$ cat src/rtl/mux8x1_rr_sched.sv
// Round-robin scheduler owning the select of a shared 8:1 single-bit mux.
// Grants one requester at a time for at most MAX_BURST cycles and registers the muxed bit.
module mux8x1_rr_sched #(
  parameter int unsigned MAX_BURST = 4
) (
  input  logic       clk,
  input  logic       rst,
  input  logic [7:0] req,
  input  logic [7:0] in,
  output logic [2:0] sel,
  output logic [7:0] gnt,
  output logic       busy,
  output logic       out,
  output logic       out_valid
);

  typedef enum logic {IDLE = 1'b0, GRANT = 1'b1} state_e;

  localparam logic [3:0] MAX_CNT = 4'(MAX_BURST);

  state_e     state_q, state_d;
  logic [2:0] sel_q, sel_d;
  logic [7:0] gnt_q, gnt_d;
  logic [3:0] cnt_q, cnt_d;
  logic [2:0] last_q, last_d;
  logic       out_q, out_d;
  logic       out_valid_q, out_valid_d;
  logic [2:0] pick_s;
  logic       release_s;

  // First requester at or after start, wrapping 7->0.
  function automatic logic [2:0] pick(input logic [7:0] r, input logic [2:0] start);
    logic [2:0] idx;
    logic       found;
    pick  = start;
    found = 1'b0;
    for (int k = 0; k < 8; k++) begin
      idx = start + 3'(k);
      if (!found && r[idx]) begin
        pick  = idx;
        found = 1'b1;
      end
    end
  endfunction

  // Next-state: arbitration, burst counting and data transfer.
  always_comb begin
    state_d     = state_q;
    sel_d       = sel_q;
    gnt_d       = gnt_q;
    cnt_d       = cnt_q;
    last_d      = last_q;
    out_d       = out_q;
    out_valid_d = out_valid_q;
    pick_s      = 3'd0;
    release_s   = 1'b0;
    case (state_q)
      IDLE: begin
        out_valid_d = 1'b0;
        if (|req) begin
          pick_s  = pick(req, last_q + 3'd1);
          sel_d   = pick_s;
          gnt_d   = 8'd1 << pick_s;
          cnt_d   = 4'd1;
          state_d = GRANT;
        end else begin
          gnt_d = 8'd0;
        end
      end
      GRANT: begin
        if (req[sel_q]) begin
          out_d       = in[sel_q];
          out_valid_d = 1'b1;
        end else begin
          out_valid_d = 1'b0;
        end
        // A dropped request and an exhausted burst on the same cycle are one release.
        release_s = !req[sel_q] || (cnt_q == MAX_CNT);
        if (release_s) begin
          last_d = sel_q;
          if (|req) begin
            pick_s = pick(req, sel_q + 3'd1);
            sel_d  = pick_s;
            gnt_d  = 8'd1 << pick_s;
            cnt_d  = 4'd1;
          end else begin
            gnt_d   = 8'd0;
            state_d = IDLE;
          end
        end else begin
          cnt_d = cnt_q + 4'd1;
        end
      end
      default: begin
        state_d     = IDLE;
        gnt_d       = 8'd0;
        out_valid_d = 1'b0;
      end
    endcase
  end

  // State register; last resets to 7 so the first search starts at source 0.
  always_ff @(posedge clk) begin
    if (rst) begin
      state_q     <= IDLE;
      sel_q       <= 3'd0;
      gnt_q       <= 8'd0;
      cnt_q       <= 4'd0;
      last_q      <= 3'd7;
      out_q       <= 1'b0;
      out_valid_q <= 1'b0;
    end else begin
      state_q     <= state_d;
      sel_q       <= sel_d;
      gnt_q       <= gnt_d;
      cnt_q       <= cnt_d;
      last_q      <= last_d;
      out_q       <= out_d;
      out_valid_q <= out_valid_d;
    end
  end

  assign sel       = sel_q;
  assign gnt       = gnt_q;
  assign busy      = (state_q == GRANT);
  assign out       = out_q;
  assign out_valid = out_valid_q;

endmodule

$ cat config.mk
export PLATFORM = sky130hd
export DESIGN_NAME = mux8x1_rr_sched
export DESIGN_NICKNAME = d
export VERILOG_FILES = /design/src/rtl/mux8x1_rr_sched.sv
export SDC_FILE = /design/constraint.sdc
export NUM_CORES = 1
export LEC_CHECK = 0
export BUFFER_PORTS_ARGS = -buffer_cell sky130_fd_sc_hd__buf_2
export CAP_MARGIN = 20
export CORE_UTILIZATION = 45
export DETAILED_ROUTE_END_ITERATION = 16
export SLEW_MARGIN = 10
export SYNTH_ARGS = -nofsm -noshare
export SYNTH_HDL_FRONTEND = slang
export SYNTH_SLANG_ARGS = --single-unit
$ cat constraint.sdc
create_clock -name clk -period 7.4 [get_ports clk]
set_clock_uncertainty 0.1 [all_clocks]
set_input_delay 0.37 -clock clk [delete_from_list [all_inputs] [get_ports clk]]
set_output_delay 0.37 -clock clk [all_outputs]
set_load 0.01 [all_outputs]
==> impl_metrics.prom <==
# TYPE chip_impl_metric gauge
chip_impl_info{name="hold_crit_start",value="gnt[4]"} 1
chip_impl_metric{name="timing.max_cap.violations",unit=""} 0
chip_impl_metric{name="finalInstanceArea",unit="um2"} 3150
chip_impl_metric{name="start_util",unit="%"} 46.6
chip_impl_metric{name="detailed_placer_s_ending_hpwl",unit="mm"} 5.33
chip_impl_metric{name="final_max_slew_viol_count",unit=""} 0
chip_impl_metric{name="cts_resized",unit=""} 0
chip_impl_metric{name="comb_power_share",unit="%"} 84.0
chip_impl_metric{name="number_of_buffers_added_on_ports",unit=""} 31
chip_impl_metric{name="cts-buffers-inserted",unit=""} 3
chip_impl_info{name="worst_setup_path_start_kind",value="flop"} 1
chip_impl_metric{name="p_sw_share",unit="%"} 51.3
chip_impl_metric{name="powerDensity",unit="nW/um2"} 523
chip_impl_metric{name="worst_skew_pair.late_latency",unit="ns"} 0.26
chip_impl_metric{name="timing.final.setup_violations",unit=""} 0
chip_impl_metric{name="clockPowerShare",unit="%"} 4.6
chip_impl_info{name="cp_cell_sequence",value="inv_1, ha_1, buf_4, mux4_2, mux2_2, or3_1, nand2_1, o2111ai_1, a21oi_1, o31a_1, nor3b_1, or2b_1, a311oi_2"} 1
chip_impl_metric{name="drive_gt1_share",unit="%"} 22.7
chip_impl_metric{name="final-seq-area",unit="um2"} 420
chip_impl_metric{name="cp_data_required_time",unit="ns"} 7.48
chip_impl_metric{name="net-switching-power",unit="uW"} 845
chip_impl_info{name="tritoncts",value="built"} 1
chip_impl_metric{name="pin_count_of_the_biggest_net_entering_global_routing",unit=""} 32
chip_impl_info{name="worst_setup_path_startpoint",value="last_q[0]"} 1
chip_impl_metric{name="internal_power",unit="uW"} 803
chip_impl_metric{name="grt_util_all_layers",unit="%"} 22.1
chip_impl_metric{name="io_pins",unit=""} 32
chip_impl_info{name="synth_largest_area_cell",value="mux4_2"} 1
chip_impl_metric{name="multi_input_logic_area",unit="um2"} 2380
chip_impl_metric{name="fin_worst_hold_slack",unit="ns"} 0.389
chip_impl_info{name="min_path_type",value="flop to flop"} 1
chip_impl_metric{name="area_growth",unit="%"} 6.42
chip_impl_info{name="critPathKind",value="flop to flop"} 1
chip_impl_metric{name="final_hold_viol_count",unit=""} 0
chip_impl_metric{name="layout.filler_cells",unit=""} 592
chip_impl_metric{name="synthDominantCellAreaShare",unit="%"} 17.5
chip_impl_metric{name="yosysWarningCount",unit=""} 0
chip_impl_metric{name="post-route-drc-count",unit=""} 0
chip_impl_metric{name="vdd.ir_drop.worst",unit="mV"} 0.425
chip_impl_metric{name="die_height",unit="um"} 83.1
chip_impl_metric{name="grt_first_pass_wirelength",unit="mm"} 12.9
chip_impl_metric{name="fmax",unit="MHz"} 210
chip_impl_metric{name="vias",unit=""} 2797
chip_impl_info{name="outcome",value="finished, final reports clean"} 1
chip_impl_metric{name="crit_buf_inv",unit=""} 2
chip_impl_metric{name="ys_seq_area_share",unit="%"} 14.2
chip_impl_metric{name="design.final.nets",unit=""} 378
chip_impl_info{name="ys_top_cells_by_area",value="mux4_2 (17%), dfxtp_1 (14%), mux2i_1 (4.7%)"} 1
chip_impl_metric{name="h-tree-depth",unit=""} 1
chip_impl_metric{name="post_synth_instance_area",unit="um2"} 2960
chip_impl_metric{name="total_power",unit="mW"} 1.65
chip_impl_metric{name="drt_iter0_markers",unit=""} 247
chip_impl_metric{name="site_row_count",unit=""} 29
chip_impl_metric{name="first_pass_iters",unit=""} 5
chip_impl_metric{name="wl",unit="mm"} 7.44
chip_impl_info{name="critPathTopFamily",value="simple AND/OR/NAND/NOR gates"} 1
chip_impl_metric{name="diodes",unit=""} 0
chip_impl_metric{name="die_outline_area",unit="um2"} 6910
chip_impl_metric{name="setup-tns-final",unit="ns"} 0
chip_impl_metric{name="worstPathMaxFanout",unit=""} 31
chip_impl_metric{name="post_synth.cell_area_avg",unit="um2"} 8.61
chip_impl_metric{name="place.gp.congestion",unit=""} 0.890
chip_impl_metric{name="arrival",unit="ns"} 4.84
chip_impl_metric{name="core-area",unit="um2"} 6350
chip_impl_metric{name="postSynth.asyncResetShare",unit="%"} 0
chip_impl_metric{name="post_dp_cell_area",unit="um2"} 3100
chip_impl_metric{name="cts-root-to-sink-buffers",unit=""} 2
chip_impl_metric{name="crit_path_max_incr_delay",unit="ns"} 0.87
chip_impl_info{name="clockRootBuffer",value="clkbuf_8"} 1
chip_impl_metric{name="clk_pin_slew_worst_paths",unit="ns"} 0.08
chip_impl_info{name="rsz0062_at_grt",value="false"} 1
chip_impl_metric{name="antenna_found_initial",unit=""} 0
chip_impl_metric{name="gate_count_post_synth",unit=""} 344
chip_impl_metric{name="synth-seq-cells",unit=""} 21
chip_impl_metric{name="timing.final.crit_period",unit="ns"} 4.76
chip_impl_info{name="synth_top_flop_cell",value="dfxtp_1"} 1
chip_impl_metric{name="cts.hold.buffers_added",unit=""} 0
chip_impl_metric{name="yosysUniqueCellTypes",unit=""} 69
chip_impl_metric{name="antenna_violating_nets_post_route",unit=""} 0
chip_impl_metric{name="first_global_vias",unit=""} 2598
chip_impl_info{name="worstSetupEndpointType",value="flop"} 1
chip_impl_metric{name="globalRoute.totalOverflow",unit=""} 0
chip_impl_metric{name="worst_pin_slew",unit="ns"} 0.830
chip_impl_metric{name="max_slew_margin",unit="%"} 44.6
chip_impl_info{name="critical-path-slowest-cell",value="dfxtp_1"} 1
chip_impl_metric{name="cts_post_setup_buffers_inserted",unit=""} 0
chip_impl_metric{name="die-width",unit="um"} 83.1
chip_impl_metric{name="mappedNetlistNets",unit=""} 368
chip_impl_metric{name="clock-sinks",unit=""} 21
chip_impl_info{name="r2r_start",value="last_q[0]"} 1
chip_impl_metric{name="vias_per_cell",unit=""} 6.50
chip_impl_metric{name="routed_wire_length_per_instance",unit="um"} 17.3
chip_impl_metric{name="final_min_period_over_clock_period",unit="%"} 64.4
chip_impl_metric{name="synth_edf_count",unit=""} 0
chip_impl_metric{name="power_leakage",unit="nW"} 1.24
chip_impl_metric{name="share_seq_of_total_power",unit="%"} 11.4
-- through the flow --
stage / setup slack [ns] / cells / utilization [%]
after global routing: 2.20 / 430 / 49.6
final: 2.64 / 430 / 49.6
after global placement: 2.75 / 426 / 48.9
after CTS: 2.65 / 430 / 49.6
after floorplan: 3.34 / 344 / -
after detailed placement: 2.72 / 426 / 48.9
-- worst min-delay path, stage by stage (launching register included) --
cell,delay (ns)
dfxtp_1,0.32
nand2_1,0.05
a31oi_1,0.07
-- cells in the mapped netlist (3+ instances only) --
cell      count
or4_1         3
inv_1        11
a22oi_1       5
and3_1        3
nand2_1      32
buf_2         8
o22ai_1       7
nor4_1        7
nor3_1        9
mux2i_1      14
o21a_1        3
a21oi_1      20
mux2_2       10
mux4_2       23
and2_1        4
o21ai_0       6
dfxtp_1      21
nor2_1       31
nor2b_1      10
ha_1          6
o21ai_1       5
nand3_1       5
a311oi_1      5
a31oi_1       7
mux4_1        3
nand2b_1     10
a211oi_1      7
clkbuf_1     18
-- state kept, by name, summed over array words and instances, names as in the netlist --
signal / flops
sel: 3
gnt: 8
cnt_q: 4
out: 1
out_valid: 1
last_q: 3
busy: 1
-- final timing paths --
path	endpoint	cells past startpoint	slack, ns
worst min register to register	gnt[4]	2	0.39
worst max-delay path	gnt[1]	13	2.64
worst min-delay path	gnt[4]	2	0.39
worst max register to register	gnt[1]	13	2.64
-- power by group through the flow --
stage	clock network, mW	registers [mW]	logic [mW]
2_1_floorplan	0	0.184	1.13
3_3_place_gp	0	0.190	1.36
3_5_place_dp	0	0.191	1.37
4_1_cts	0.0784	0.189	1.38
5_1_grt	0.0846	0.196	1.53
6_report	0.0766	0.188	1.38
-- cell type report --
type / count / area share (%)
inverter: 11 / 1.31
tap: 77 / 3.06
timing repair buffer: 33 / 5.40
multi-input combinational: 284 / 75.4
clock buffer: 3 / 1.31
sequential: 21 / 13.3
clock inverter: 1 / 0.159
-- cells in the final DEF (no fill, tap or decap), drive strengths merged, types with 9 or more instances in the layout --
master  count
buf        33
nand2      32
nor2       31
mux4       26
dfxtp      21
a21oi      20
mux2i      14
o21ai      12
inv        11
nand2b     11
mux2       10
nor2b      10
nor3        9
-- metal layers --
layer	up-vias	GRT usage [%]	part of all wire, %
met1	1344	32.5	46
met2	90	34.2	48
met4	0	5.33	0.94
met5	-	0	0
li1	1355	-	-
met3	8	3.08	4.9
-- logic make-up (layout without fill, tap and decap cells) --
logic type	Yosys count	count (layout)	synth area share (%)
DFF	21	21	14.2
muxes	50	50	28.7
adders and majority gates	6	6	2.54
AOI/OAI and AO/OA	94	94	22.8
xor gates and xnor gates	9	9	4.99
and+or+nand+nor	125	125	21.3
buffers and inverters	39	48	5.54
(Power assumes the default switching activity.)
